===== config.mk =====
export PLATFORM = sky130hd
export DESIGN_NAME = cache_line_adaptor_flat
export DESIGN_NICKNAME = d
export VERILOG_FILES = /design/src/rtl/cache_types_pkg.sv /design/src/rtl/cache_line_adaptor_if.sv /design/src/rtl/cache_line_adaptor.sv /design/src/flat_wrapper.sv
export SDC_FILE = /design/constraint.sdc
export NUM_CORES = 1
export LEC_CHECK = 0
export ABC_AREA = 1
export CAP_MARGIN = 40
export CORE_AREA = 2 2 290 292
export CTS_CLUSTER_DIAMETER = 80
export DETAILED_ROUTE_END_ITERATION = 16
export DIE_AREA = 0 0 292 294
export MAX_ROUTING_LAYER = met4
export SKIP_LAST_GASP = 1
export SYNTH_ARGS = -nofsm -noshare
export SYNTH_HDL_FRONTEND = slang
export SYNTH_SLANG_ARGS = --single-unit

===== constraint.sdc =====
create_clock -name clk -period 2.22 [get_ports clk]
set_input_delay 0.333 -clock clk [delete_from_list [all_inputs] [get_ports clk]]
set_output_delay 0.333 -clock clk [all_outputs]
set_load 0.01 [all_outputs]

===== src/rtl/cache_types_pkg.sv =====
// Shared types and constants for the cache line adaptor.
// Defines the beat/line geometry and the adaptor state encoding.
package cache_types_pkg;

    localparam int unsigned BEAT_W      = 64;
    localparam int unsigned BEATS       = 4;
    localparam int unsigned LINE_W      = BEATS * BEAT_W;
    localparam int unsigned OFFSET_BITS = 5;

    typedef logic [255:0] cache_line_t;

    typedef enum logic [1:0] {
        StIdle,
        StWrBurst,
        StRdBurst,
        StDone
    } line_adaptor_state_t;

endpackage


===== src/rtl/cache_line_adaptor_if.sv =====
// Cache-side and memory-side signals of the line adaptor.
// err_o exists only when LINE_ADAPTOR_TIMEOUT_EN is defined.
interface cache_line_adaptor_if #(
    parameter int unsigned BEATS  = cache_types_pkg::BEATS,
    parameter int unsigned BEAT_W = cache_types_pkg::BEAT_W
);

    localparam int unsigned LINE_W = BEATS * BEAT_W;

    // Cache controller / data array side
    logic                  read_i;
    logic                  write_i;
    logic [31:0]           address_i;
    logic [LINE_W-1:0]     line_i;
    logic [LINE_W-1:0]     line_o;
    logic [LINE_W/8-1:0]   line_we_o;
    logic                  resp_o;

    // Physical memory side
    logic [31:0]           address_o;
    logic                  read_o;
    logic                  write_o;
    logic [BEAT_W-1:0]     burst_o;
    logic [BEAT_W-1:0]     burst_i;
    logic                  resp_i;

`ifdef LINE_ADAPTOR_TIMEOUT_EN
    logic                  err_o;
`endif

    // Environment view: cache controller plus memory
    modport master (
        output read_i, write_i, address_i, line_i, burst_i, resp_i,
        input  line_o, line_we_o, resp_o, address_o, read_o, write_o, burst_o
`ifdef LINE_ADAPTOR_TIMEOUT_EN
        , input err_o
`endif
    );

    // Adaptor view
    modport slave (
        input  read_i, write_i, address_i, line_i, burst_i, resp_i,
        output line_o, line_we_o, resp_o, address_o, read_o, write_o, burst_o
`ifdef LINE_ADAPTOR_TIMEOUT_EN
        , output err_o
`endif
    );

endinterface


===== src/rtl/cache_line_adaptor.sv =====
// Bridges a 256-bit cache line to a 4 x 64-bit memory burst (writeback and fill).
// Define LINE_ADAPTOR_TIMEOUT_EN to add a burst watchdog and the sticky err_o flag.
module cache_line_adaptor #(
    parameter int unsigned BEATS   = cache_types_pkg::BEATS,
    parameter int unsigned BEAT_W  = cache_types_pkg::BEAT_W,
    parameter int unsigned TIMEOUT = 255
) (
    input logic                 clk,
    input logic                 rst_n,
    cache_line_adaptor_if.slave bus
);

    import cache_types_pkg::*;

    localparam int unsigned LINE_W = BEATS * BEAT_W;
    localparam int unsigned CNT_W  = (BEATS > 1) ? $clog2(BEATS) : 1;
    localparam logic [CNT_W-1:0] LAST_BEAT = CNT_W'(BEATS - 1);

    line_adaptor_state_t state_q, state_d;
    logic [CNT_W-1:0]    cnt_q, cnt_d;
    logic [LINE_W-1:0]   shadow_q, shadow_d;
    logic [LINE_W-1:0]   line_q, line_d;
    logic [31:0]         addr_q, addr_d;
    logic                fill_q, fill_d;

    logic in_burst;
    logic timeout_hit;
    logic commit_ok;

    assign in_burst = (state_q == StWrBurst) || (state_q == StRdBurst);

`ifdef LINE_ADAPTOR_TIMEOUT_EN
    logic [7:0] wdog_q, wdog_d;
    logic       err_q, err_d;
    logic       tmo_q, tmo_d;

    // Counts consecutive burst cycles without a beat; any beat or leaving the burst clears it.
    assign timeout_hit = in_burst && !bus.resp_i && (wdog_q == 8'(TIMEOUT - 1));

    always_comb begin
        wdog_d = wdog_q;
        err_d  = err_q;
        tmo_d  = tmo_q;
        if (!in_burst || bus.resp_i) begin
            wdog_d = '0;
        end else begin
            wdog_d = wdog_q + 8'd1;
        end
        if (timeout_hit) begin
            err_d = 1'b1;
            tmo_d = 1'b1;
        end else if (state_q == StIdle) begin
            tmo_d = 1'b0;
        end
    end

    always_ff @(posedge clk or negedge rst_n) begin
        if (!rst_n) begin
            wdog_q <= '0;
            err_q  <= 1'b0;
            tmo_q  <= 1'b0;
        end else begin
            wdog_q <= wdog_d;
            err_q  <= err_d;
            tmo_q  <= tmo_d;
        end
    end

    // A fill that timed out is never committed to the data array.
    assign commit_ok = !tmo_q;
    assign bus.err_o = err_q;
`else
    logic [31:0] unused_timeout;

    assign timeout_hit    = 1'b0;
    assign commit_ok      = 1'b1;
    assign unused_timeout = TIMEOUT;
`endif

    logic unused_addr_offset;
    assign unused_addr_offset = ^bus.address_i[OFFSET_BITS-1:0];

    always_comb begin
        state_d  = state_q;
        cnt_d    = cnt_q;
        shadow_d = shadow_q;
        line_d   = line_q;
        addr_d   = addr_q;
        fill_d   = fill_q;

        unique case (state_q)
            StIdle: begin
                // Writeback wins so a dirty victim leaves before its replacement arrives.
                if (bus.write_i) begin
                    shadow_d = bus.line_i;
                    addr_d   = {bus.address_i[31:OFFSET_BITS], {OFFSET_BITS{1'b0}}};
                    cnt_d    = '0;
                    fill_d   = 1'b0;
                    state_d  = StWrBurst;
                end else if (bus.read_i) begin
                    addr_d  = {bus.address_i[31:OFFSET_BITS], {OFFSET_BITS{1'b0}}};
                    cnt_d   = '0;
                    fill_d  = 1'b1;
                    state_d = StRdBurst;
                end
            end

            StWrBurst: begin
                if (timeout_hit) begin
                    state_d = StDone;
                end else if (bus.resp_i) begin
                    cnt_d = (cnt_q == LAST_BEAT) ? '0 : cnt_q + 1'b1;
                    if (cnt_q == LAST_BEAT) begin
                        state_d = StDone;
                    end
                end
            end

            StRdBurst: begin
                if (timeout_hit) begin
                    state_d = StDone;
                end else if (bus.resp_i) begin
                    line_d[cnt_q*BEAT_W +: BEAT_W] = bus.burst_i;
                    cnt_d = (cnt_q == LAST_BEAT) ? '0 : cnt_q + 1'b1;
                    if (cnt_q == LAST_BEAT) begin
                        state_d = StDone;
                    end
                end
            end

            StDone: begin
                state_d = StIdle;
            end

            default: begin
                state_d = StIdle;
            end
        endcase
    end

    always_ff @(posedge clk or negedge rst_n) begin
        if (!rst_n) begin
            state_q  <= StIdle;
            cnt_q    <= '0;
            shadow_q <= '0;
            line_q   <= '0;
            addr_q   <= '0;
            fill_q   <= 1'b0;
        end else begin
            state_q  <= state_d;
            cnt_q    <= cnt_d;
            shadow_q <= shadow_d;
            line_q   <= line_d;
            addr_q   <= addr_d;
            fill_q   <= fill_d;
        end
    end

    assign bus.read_o    = (state_q == StRdBurst);
    assign bus.write_o   = (state_q == StWrBurst);
    assign bus.resp_o    = (state_q == StDone);
    assign bus.address_o = addr_q;
    assign bus.line_o    = line_q;
    assign bus.burst_o   = (state_q == StWrBurst) ? shadow_q[cnt_q*BEAT_W +: BEAT_W] : '0;
    assign bus.line_we_o = ((state_q == StDone) && fill_q && commit_ok) ? '1 : '0;

endmodule


===== src/flat_wrapper.sv =====
// flat-port wrapper written by rule: the top's interface ports become plain ports
module cache_line_adaptor_flat import cache_types_pkg::*;
#(
    parameter int unsigned BEATS   = cache_types_pkg::BEATS,
    parameter int unsigned BEAT_W  = cache_types_pkg::BEAT_W,
    parameter int unsigned TIMEOUT = 255
)
  (clk, rst_n, bus_read_i, bus_write_i, bus_address_i, bus_line_i, bus_burst_i, bus_resp_i, bus_line_o, bus_line_we_o, bus_resp_o, bus_address_o, bus_read_o, bus_write_o, bus_burst_o);
  cache_line_adaptor_if #(.BEATS(BEATS), .BEAT_W(BEAT_W)) bus_i ();
  input logic clk;
  input logic rst_n;
  input wire logic [$bits(bus_i.read_i)-1:0] bus_read_i;
  input wire logic [$bits(bus_i.write_i)-1:0] bus_write_i;
  input wire logic [$bits(bus_i.address_i)-1:0] bus_address_i;
  input wire logic [$bits(bus_i.line_i)-1:0] bus_line_i;
  input wire logic [$bits(bus_i.burst_i)-1:0] bus_burst_i;
  input wire logic [$bits(bus_i.resp_i)-1:0] bus_resp_i;
  output wire logic [$bits(bus_i.line_o)-1:0] bus_line_o;
  output wire logic [$bits(bus_i.line_we_o)-1:0] bus_line_we_o;
  output wire logic [$bits(bus_i.resp_o)-1:0] bus_resp_o;
  output wire logic [$bits(bus_i.address_o)-1:0] bus_address_o;
  output wire logic [$bits(bus_i.read_o)-1:0] bus_read_o;
  output wire logic [$bits(bus_i.write_o)-1:0] bus_write_o;
  output wire logic [$bits(bus_i.burst_o)-1:0] bus_burst_o;
  assign bus_i.read_i = bus_read_i;
  assign bus_i.write_i = bus_write_i;
  assign bus_i.address_i = bus_address_i;
  assign bus_i.line_i = bus_line_i;
  assign bus_i.burst_i = bus_burst_i;
  assign bus_i.resp_i = bus_resp_i;
  assign bus_line_o = bus_i.line_o;
  assign bus_line_we_o = bus_i.line_we_o;
  assign bus_resp_o = bus_i.resp_o;
  assign bus_address_o = bus_i.address_o;
  assign bus_read_o = bus_i.read_o;
  assign bus_write_o = bus_i.write_o;
  assign bus_burst_o = bus_i.burst_o;
  cache_line_adaptor #(.BEATS(BEATS), .BEAT_W(BEAT_W), .TIMEOUT(TIMEOUT)) u_core (.clk(clk), .rst_n(rst_n), .bus(bus_i));
endmodule

==> metrics.cfg, run 1 <==
[place]
dp_slack_ns = -0.0313
place_area_mm2 = 0.0333
gp_congestion = 0.900
io_buffers = 733
place_hpwl_mm = 64.0

[timing]
grt_setup_unrepaired = yes
hold_viol_final = 0
final.setup.tns_ns = -10.27
finalCriticalPeriod_ns = 2.47
setup_slack_ns = -0.252
worstMarginPinSlew_ns = 0.544
finalSetupViolCount = 125
relSlewSlack_pct = 63.8
fin_crit_sh_pct = 111
final.setup_skew_ns = 0.0460
max_clock_freq_ghz = 0.405
slew_violations = 0

[die]
row_count = 106
die_h_um = 294
start_util_pct = 29.6
die-area_mm2 = 0.0858
die_w_um = 292
coreArea_mm2 = 0.0829
boundaryPins = 744

[outcome]
status = finished with violations
violations = setup timing

[global_route]
grt_pass1_vias = 22100
grt_pass1_wl_mm = 136
grt_max_degree = 99
gr-total-overflow = 0
track_usage_pct = 21.1
antenna_found_initial = 21

[route]
vias_per_cell = 4.69
drc = 0
drtIter0Drc = 1593
dr.pass1.iters = 5
post_drt_wl_per_cell_um = 19.5
postRouteWirelength_mm = 94.9
dr_total_vias = 22800
final_antenna_net_count = 0

[final_layout]
final_cell_mix = clkdlybuf4s50_1, nand2_1, dfrtp_1
final_common_cell = clkdlybuf4s50_1
fin_nets = 4082
layout-drive-gt1-share_pct = 12.7
areaGrowthSynthToFinish_pct = 51.1
final_area_mm2 = 0.0370

[synth]
netlist_area_mm2 = 0.0245
postSynthCellCount = 2986
avgSynthCellArea_um2 = 8.21
ys_seq_elements = 544
yosysWarnings = 0
ys_seq_area_share_pct = 55.5
yosys.cell_types.count = 24

[clock_tree]
cts.sinks = 544
clkTransAtPathRegs_ns = 0.06
htreeDepth = 3
worstSkewPairLatency_ns = 0.61
cts_inserted_buffers = 67
cts_buffer_depth = 3
cts_root_buffer = clkbuf_16
cts_tree = yes

[setup_path]
cp-end-kind = primary output
arrival_ns = 2.14
crit_required_ns = 1.89
start_kind = flop
worst-setup-path-type = flop to primary output
critPathMaxFanout = 11

[pwr]
p_per_area_mw_per_mm2 = 1230
p_leak_nw = 18.4
vdd_drop_max_v = 0.000648

[flow_run]
max_cap_violations = 0

[hold_path]
hold_class = input port to async pin

==> sequential cells by signal, indices dropped and copies added, names as in the netlist <==
signal / cells
u_core.bus.address_o: 27
u_core.cnt_q: 2
u_core.state_q: 2
u_core.fill_q: 1
u_core.bus.line_o: 256
u_core.shadow_q: 256
==> cell families after synthesis <==
family	synth area share [%]
AND/OR/NAND/NOR	20.0
AO/OA/AOI/OAI	13.1
buffers and inverters	10.8
flip-flops	55.5
adder cells (fa/ha/maj)	0.561
other	0.0153
==> worst max-delay path: stages (launching register included) <==
cell and delay, ns:
dfrtp_4 0.57, buf_4 0.18, clkbuf_16 0.17, nand2_1 0.07, nand3_1 0.12, a21oi_2 0.18, clkdlybuf4s15_2 0.24
==> layout make-up <==
type / instances / area, um2
well taps: 1080 / 1350
diodes: 20 / 50.0
flip-flops and latches: 544 / 13600
fillers: 8113 / 45900
clock inverters: 23 / 348
inverters: 338 / 1280
repair buffers: 898 / 9580
multi-input cells: 1865 / 8820
clock buffers: 98 / 1970
==> cells in the mapped netlist (all sizes together) <==
library cell  instances  area, um2
nand3               222       1120
o21ai               321       1610
nand2               653       2460
inv                 337       1260
nor3b                 1       12.5
nor2                327       1270
conb                  1       3.75
dfrtp               544      13600
a21oi               320       1600
clkinv                1       3.75
clkbuf               52        195
nand4                 5       37.5
buf                 191       1190
ha                   11        138
==> power breakdown <==
group          internal, W  total, W  leakage, nW  switching, W
Combinational      0.00824    0.0198         10.6        0.0116
Sequential          0.0132    0.0143         6.70       0.00118
Clock              0.00684    0.0114         1.14       0.00458
Total               0.0282    0.0456         18.4        0.0173
==> repair_timing <==
| action | 4_1_cts | 5_1_grt |
|---|---|---|
| hold buffers | 1 | 0 |
| pin swaps | 12 | 61 |
| resized for setup | 240 | 212 |
| endpoints found under the setup margin | 99 | 173 |
| buffers inserted | 5 | 23 |
| gates cloned | 2 | 23 |
| hold endpoints to repair | 144 | 0 |
==> through the flow <==
step,instances,power (W),hold slack (ns),util (%)
3_3_place_gp,4671,0.0325,0.242,40.2
5_1_grt,4865,0.0483,0.176,44.7
2_1_floorplan,2990,0.0242,0.0374,-
3_5_place_dp,4671,0.0328,0.250,40.2
6_report,4866,0.0456,0.193,44.7
4_1_cts,4800,0.0446,0.166,43.3
==> path summary, 6_finish.rpt <==
check | startpoint | end | slack [ns] | cells after the start
worst max-delay path | u_core.cnt_q[0] | bus_burst_o[48] | -0.25 | 6
worst min-delay path | rst_n | u_core.shadow_q[20] | 0.19 | 2
worst max register to register | u_core.cnt_q[0] | u_core.bus.line_o[231] | -0.07 | 10
worst min register to register | u_core.bus.line_o[191] | u_core.bus.line_o[191] | 0.47 | 2
max in group asynchronous | rst_n | u_core.shadow_q[155] | 1.17 | 4
min in group clk | bus_address_i[19] | u_core.bus.address_o[19] | 0.27 | 3
==> routing by layer <==
layer  part of all wire (%)  GRT usage, %
met5                      0             -
met4                    2.9          6.16
met2                     48          33.6
met1                     42          26.6
met3                    7.7          5.20
(Power assumes the default switching activity.)
==> run 2, diff against run 1 <==
--- a/config.mk
+++ b/config.mk
@@ -11,6 +11,7 @@
 export CTS_CLUSTER_DIAMETER = 80
 export DETAILED_ROUTE_END_ITERATION = 16
 export DIE_AREA = 0 0 292 294
+export GPL_ROUTABILITY_DRIVEN = 0
 export MAX_ROUTING_LAYER = met4
 export SKIP_LAST_GASP = 1
 export SYNTH_ARGS = -nofsm -noshare
==> results of run 2 <==
The final DEF is identical to that of run 1; final timing and power are the same.
==> run 3, diff against run 2 <==
--- a/config.mk
+++ b/config.mk
@@ -7,10 +7,10 @@
 export LEC_CHECK = 0
 export ABC_AREA = 1
 export CAP_MARGIN = 40
-export CORE_AREA = 2 2 290 292
+export CORE_AREA = 4 4 283 285
 export CTS_CLUSTER_DIAMETER = 80
 export DETAILED_ROUTE_END_ITERATION = 16
-export DIE_AREA = 0 0 292 294
+export DIE_AREA = 0 0 287 289
 export GPL_ROUTABILITY_DRIVEN = 0
 export MAX_ROUTING_LAYER = met4
 export SKIP_LAST_GASP = 1
==> constraint.sdc (replaced) <==
create_clock -name clk -period 2.22 [get_ports clk]
set_input_delay 0.444 -clock clk [delete_from_list [all_inputs] [get_ports clk]]
set_output_delay 0.444 -clock clk [all_outputs]
set_load 0.01 [all_outputs]
==> run 3 against run 2 <==
The run still ends with setup timing left. Die area decreased by 3.4%. Flip-flop and latch count unchanged. Cell count about the same. Sequential share of layout area decreased by 0.36 points. Combinational power increased by 8%. Clock power decreased by 13%. Setup slack got worse by 0.078 ns. Non-clock buffer count increased by 44. Critical path depth increased by 1. Fmax decreased by 3.1%. Wire length increased by 2.8%. Largest power group unchanged.
==> metrics.cfg, run 3 (synthesis results as in run 1) <==
[final_layout]
multi_input_area_mm2 = 0.00908  ; +2.9%
final_cells = 4868  ; +0.041%
fillers = 7478  ; -7.8%
areaGrowthSynthToFinish_pct = 52.6
layout-drive-gt1-share_pct = 15.2  ; +2.5 points
seq_area_mm2 = 0.0136  ; about the same
fin_util_pct = 48.4  ; +3.7 points
final_common_cell = clkdlybuf4s50_1
fin_nets = 4120  ; +0.93%
final_cell_mix = clkdlybuf4s50_1, nand2_1, dfrtp_1

[timing]
slew_violations = 0  ; unchanged
hold_viol_final = 0  ; unchanged
fin_crit_sh_pct = 115  ; +3.5 points
finalSetupViolCount = 75  ; -40%
setup_slack_ns = -0.330  ; -0.0782 ns
grt_setup_unrepaired = yes
whs_ns = 0.283  ; +0.0894 ns
max_clock_freq_ghz = 0.392  ; -3.1%
finalCriticalPeriod_ns = 2.55  ; +0.0782 ns
final.setup_skew_ns = 0.0206  ; -0.0254 ns

[clock_tree]
cts_inserted_buffers = 60  ; -10%
worstSkewPairLatency_ns = 0.61  ; about the same
cts_buffer_depth = 3  ; unchanged
cts_root_buffer = clkbuf_16
cts_tree = yes
clkTransAtPathRegs_ns = 0.06  ; about the same
htreeDepth = 2  ; -1
cts.sinks = 544  ; unchanged

[setup_path]
start_kind = flop
worst-setup-path-type = flop to primary output
ff2ff_setup_slack_ns = -0.03  ; +0.04 ns
critPathMaxFanout = 5  ; -6
crit_required_ns = 1.78  ; -0.11 ns
cpPeakStageDelay_ns = 0.50  ; -0.07 ns
arrival_ns = 2.11  ; -0.03 ns
slowest_stage = dfrtp_4
cp-end-kind = primary output
worstReg2RegStart = u_core.cnt_q[1]
r2r_cells = 14  ; +4
path_cells = buf_6, buf_12, buf_16, nand2_2, nand3_2, a21oi_2, buf_2
reg2reg_to = u_core.bus.line_o[150]

[route]
dr_total_vias = 23000  ; +0.77%
vias_per_cell = 4.73  ; +0.73%
drc = 0  ; unchanged
dr.pass1.iters = 5  ; unchanged
postRouteWirelength_mm = 97.6  ; +2.8%
final_antenna_net_count = 0  ; unchanged
drtIter0Drc = 1663  ; +4.4%
post_drt_wl_per_cell_um = 20.0  ; +2.8%

[flow_run]
max_cap_violations = 0  ; unchanged

[global_route]
gr-total-overflow = 0  ; unchanged
grt_pass1_vias = 22500  ; +1.7%
grt_pass1_wl_mm = 139  ; +2.6%
track_usage_pct = 22.5  ; +1.4 points
antenna_found_initial = 26  ; +24%
grt_max_degree = 80  ; -19%

[outcome]
violations = setup timing
status = finished with violations

[hold_path]
hold_class = input port to async pin

[place]
placed_cells = 4668  ; -0.064%
dp_slack_ns = -0.140  ; -0.108 ns
place_hpwl_mm = 67.5  ; +5.5%
io_buffers = 733  ; unchanged

[pwr]
vdd_drop_max_v = 0.000768  ; +19%
p_per_area_mw_per_mm2 = 1220  ; -1.1%
p_leak_nw = 18.2  ; -1.2%

[die]
start_util_pct = 31.7  ; +2.1 points
boundaryPins = 744  ; unchanged
die-area_mm2 = 0.0829  ; -3.4%
die_h_um = 289  ; -1.7%
die_w_um = 287  ; -1.7%
coreArea_mm2 = 0.0773  ; -6.7%
row_count = 102  ; -3.8%

[run 3: area by class of cell]
type	count	area share (%)
clock buffers	92	4.76
repair buffers	942	26.9
repair inverters	1	0.0301
clock inverters	20	0.455
inverters	338	3.48
multi-input cells	1865	24.3
diodes	26	0.174
well taps	1040	3.48
flip-flops and latches	544	36.4
[run 3: stage by stage]
| stage | instance area, um2 | total power (W) | TNS, ns |
|---|---|---|---|
| global placement | 33600 | 0.0331 | -3.20 |
| finish | 37400 | 0.0455 | -14.09 |
| floorplan | 24500 | 0.0242 | 0 |
| detailed placement | 33600 | 0.0333 | -3.10 |
| CTS | 36000 | 0.0439 | -23.10 |
| global route | 37400 | 0.0483 | -24.15 |
[run 3: how the worst max path moves through the flow]
stage                    startpoint                endpoint  slack (ns)  cells after the start
finish              u_core.cnt_q[0]          bus_burst_o[8]       -0.33                      7
global route        u_core.cnt_q[0]         bus_burst_o[62]       -0.38                      7
CTS                 u_core.cnt_q[0]          bus_burst_o[4]       -0.41                      7
detailed placement  u_core.cnt_q[0]         bus_burst_o[25]       -0.14                      6
global placement    u_core.cnt_q[0]         bus_burst_o[25]       -0.16                      6
floorplan           u_core.cnt_q[0]  u_core.bus.line_o[195]        0.21                      9
[run 3: repair_timing]
item / CTS / global route
endpoints found under the setup margin: 108 / 154
endpoints found under the hold margin: 103 / 0
setup buffers: 20 / 22
cloned: 10 / 15
hold buffers: 1 / 0
pin swaps: 15 / 76
gates resized for setup: 429 / 282
[run 3: layer usage]
| layer | track usage, % | routed length, um | vias up | share of wire, % |
|---|---|---|---|---|
| met1 | 27.2 | 38700 | 11000 | 40 |
| met5 | - | 0 | - | 0 |
| met4 | 6.77 | 3060 | 0 | 3.1 |
| li1 | - | - | 11000 | - |
| met2 | 36.9 | 47400 | 888 | 49 |
| met3 | 6.40 | 8470 | 150 | 8.7 |
[run 3: critical path, delay by kind of cell (launching register included)]
family                 cells  cell delay (ns)
and+or+nand+nor            2             0.17
DFF                        1             0.50
AOI/OAI and AO/OA          1             0.21
buffers and inverters      4             0.62
[run 3: where the power goes]
part	switching (W)	internal, W
Clock	0.00425	0.00565
Sequential	0.00114	0.0131
Combinational	0.0122	0.00911
Total	0.0176	0.0279
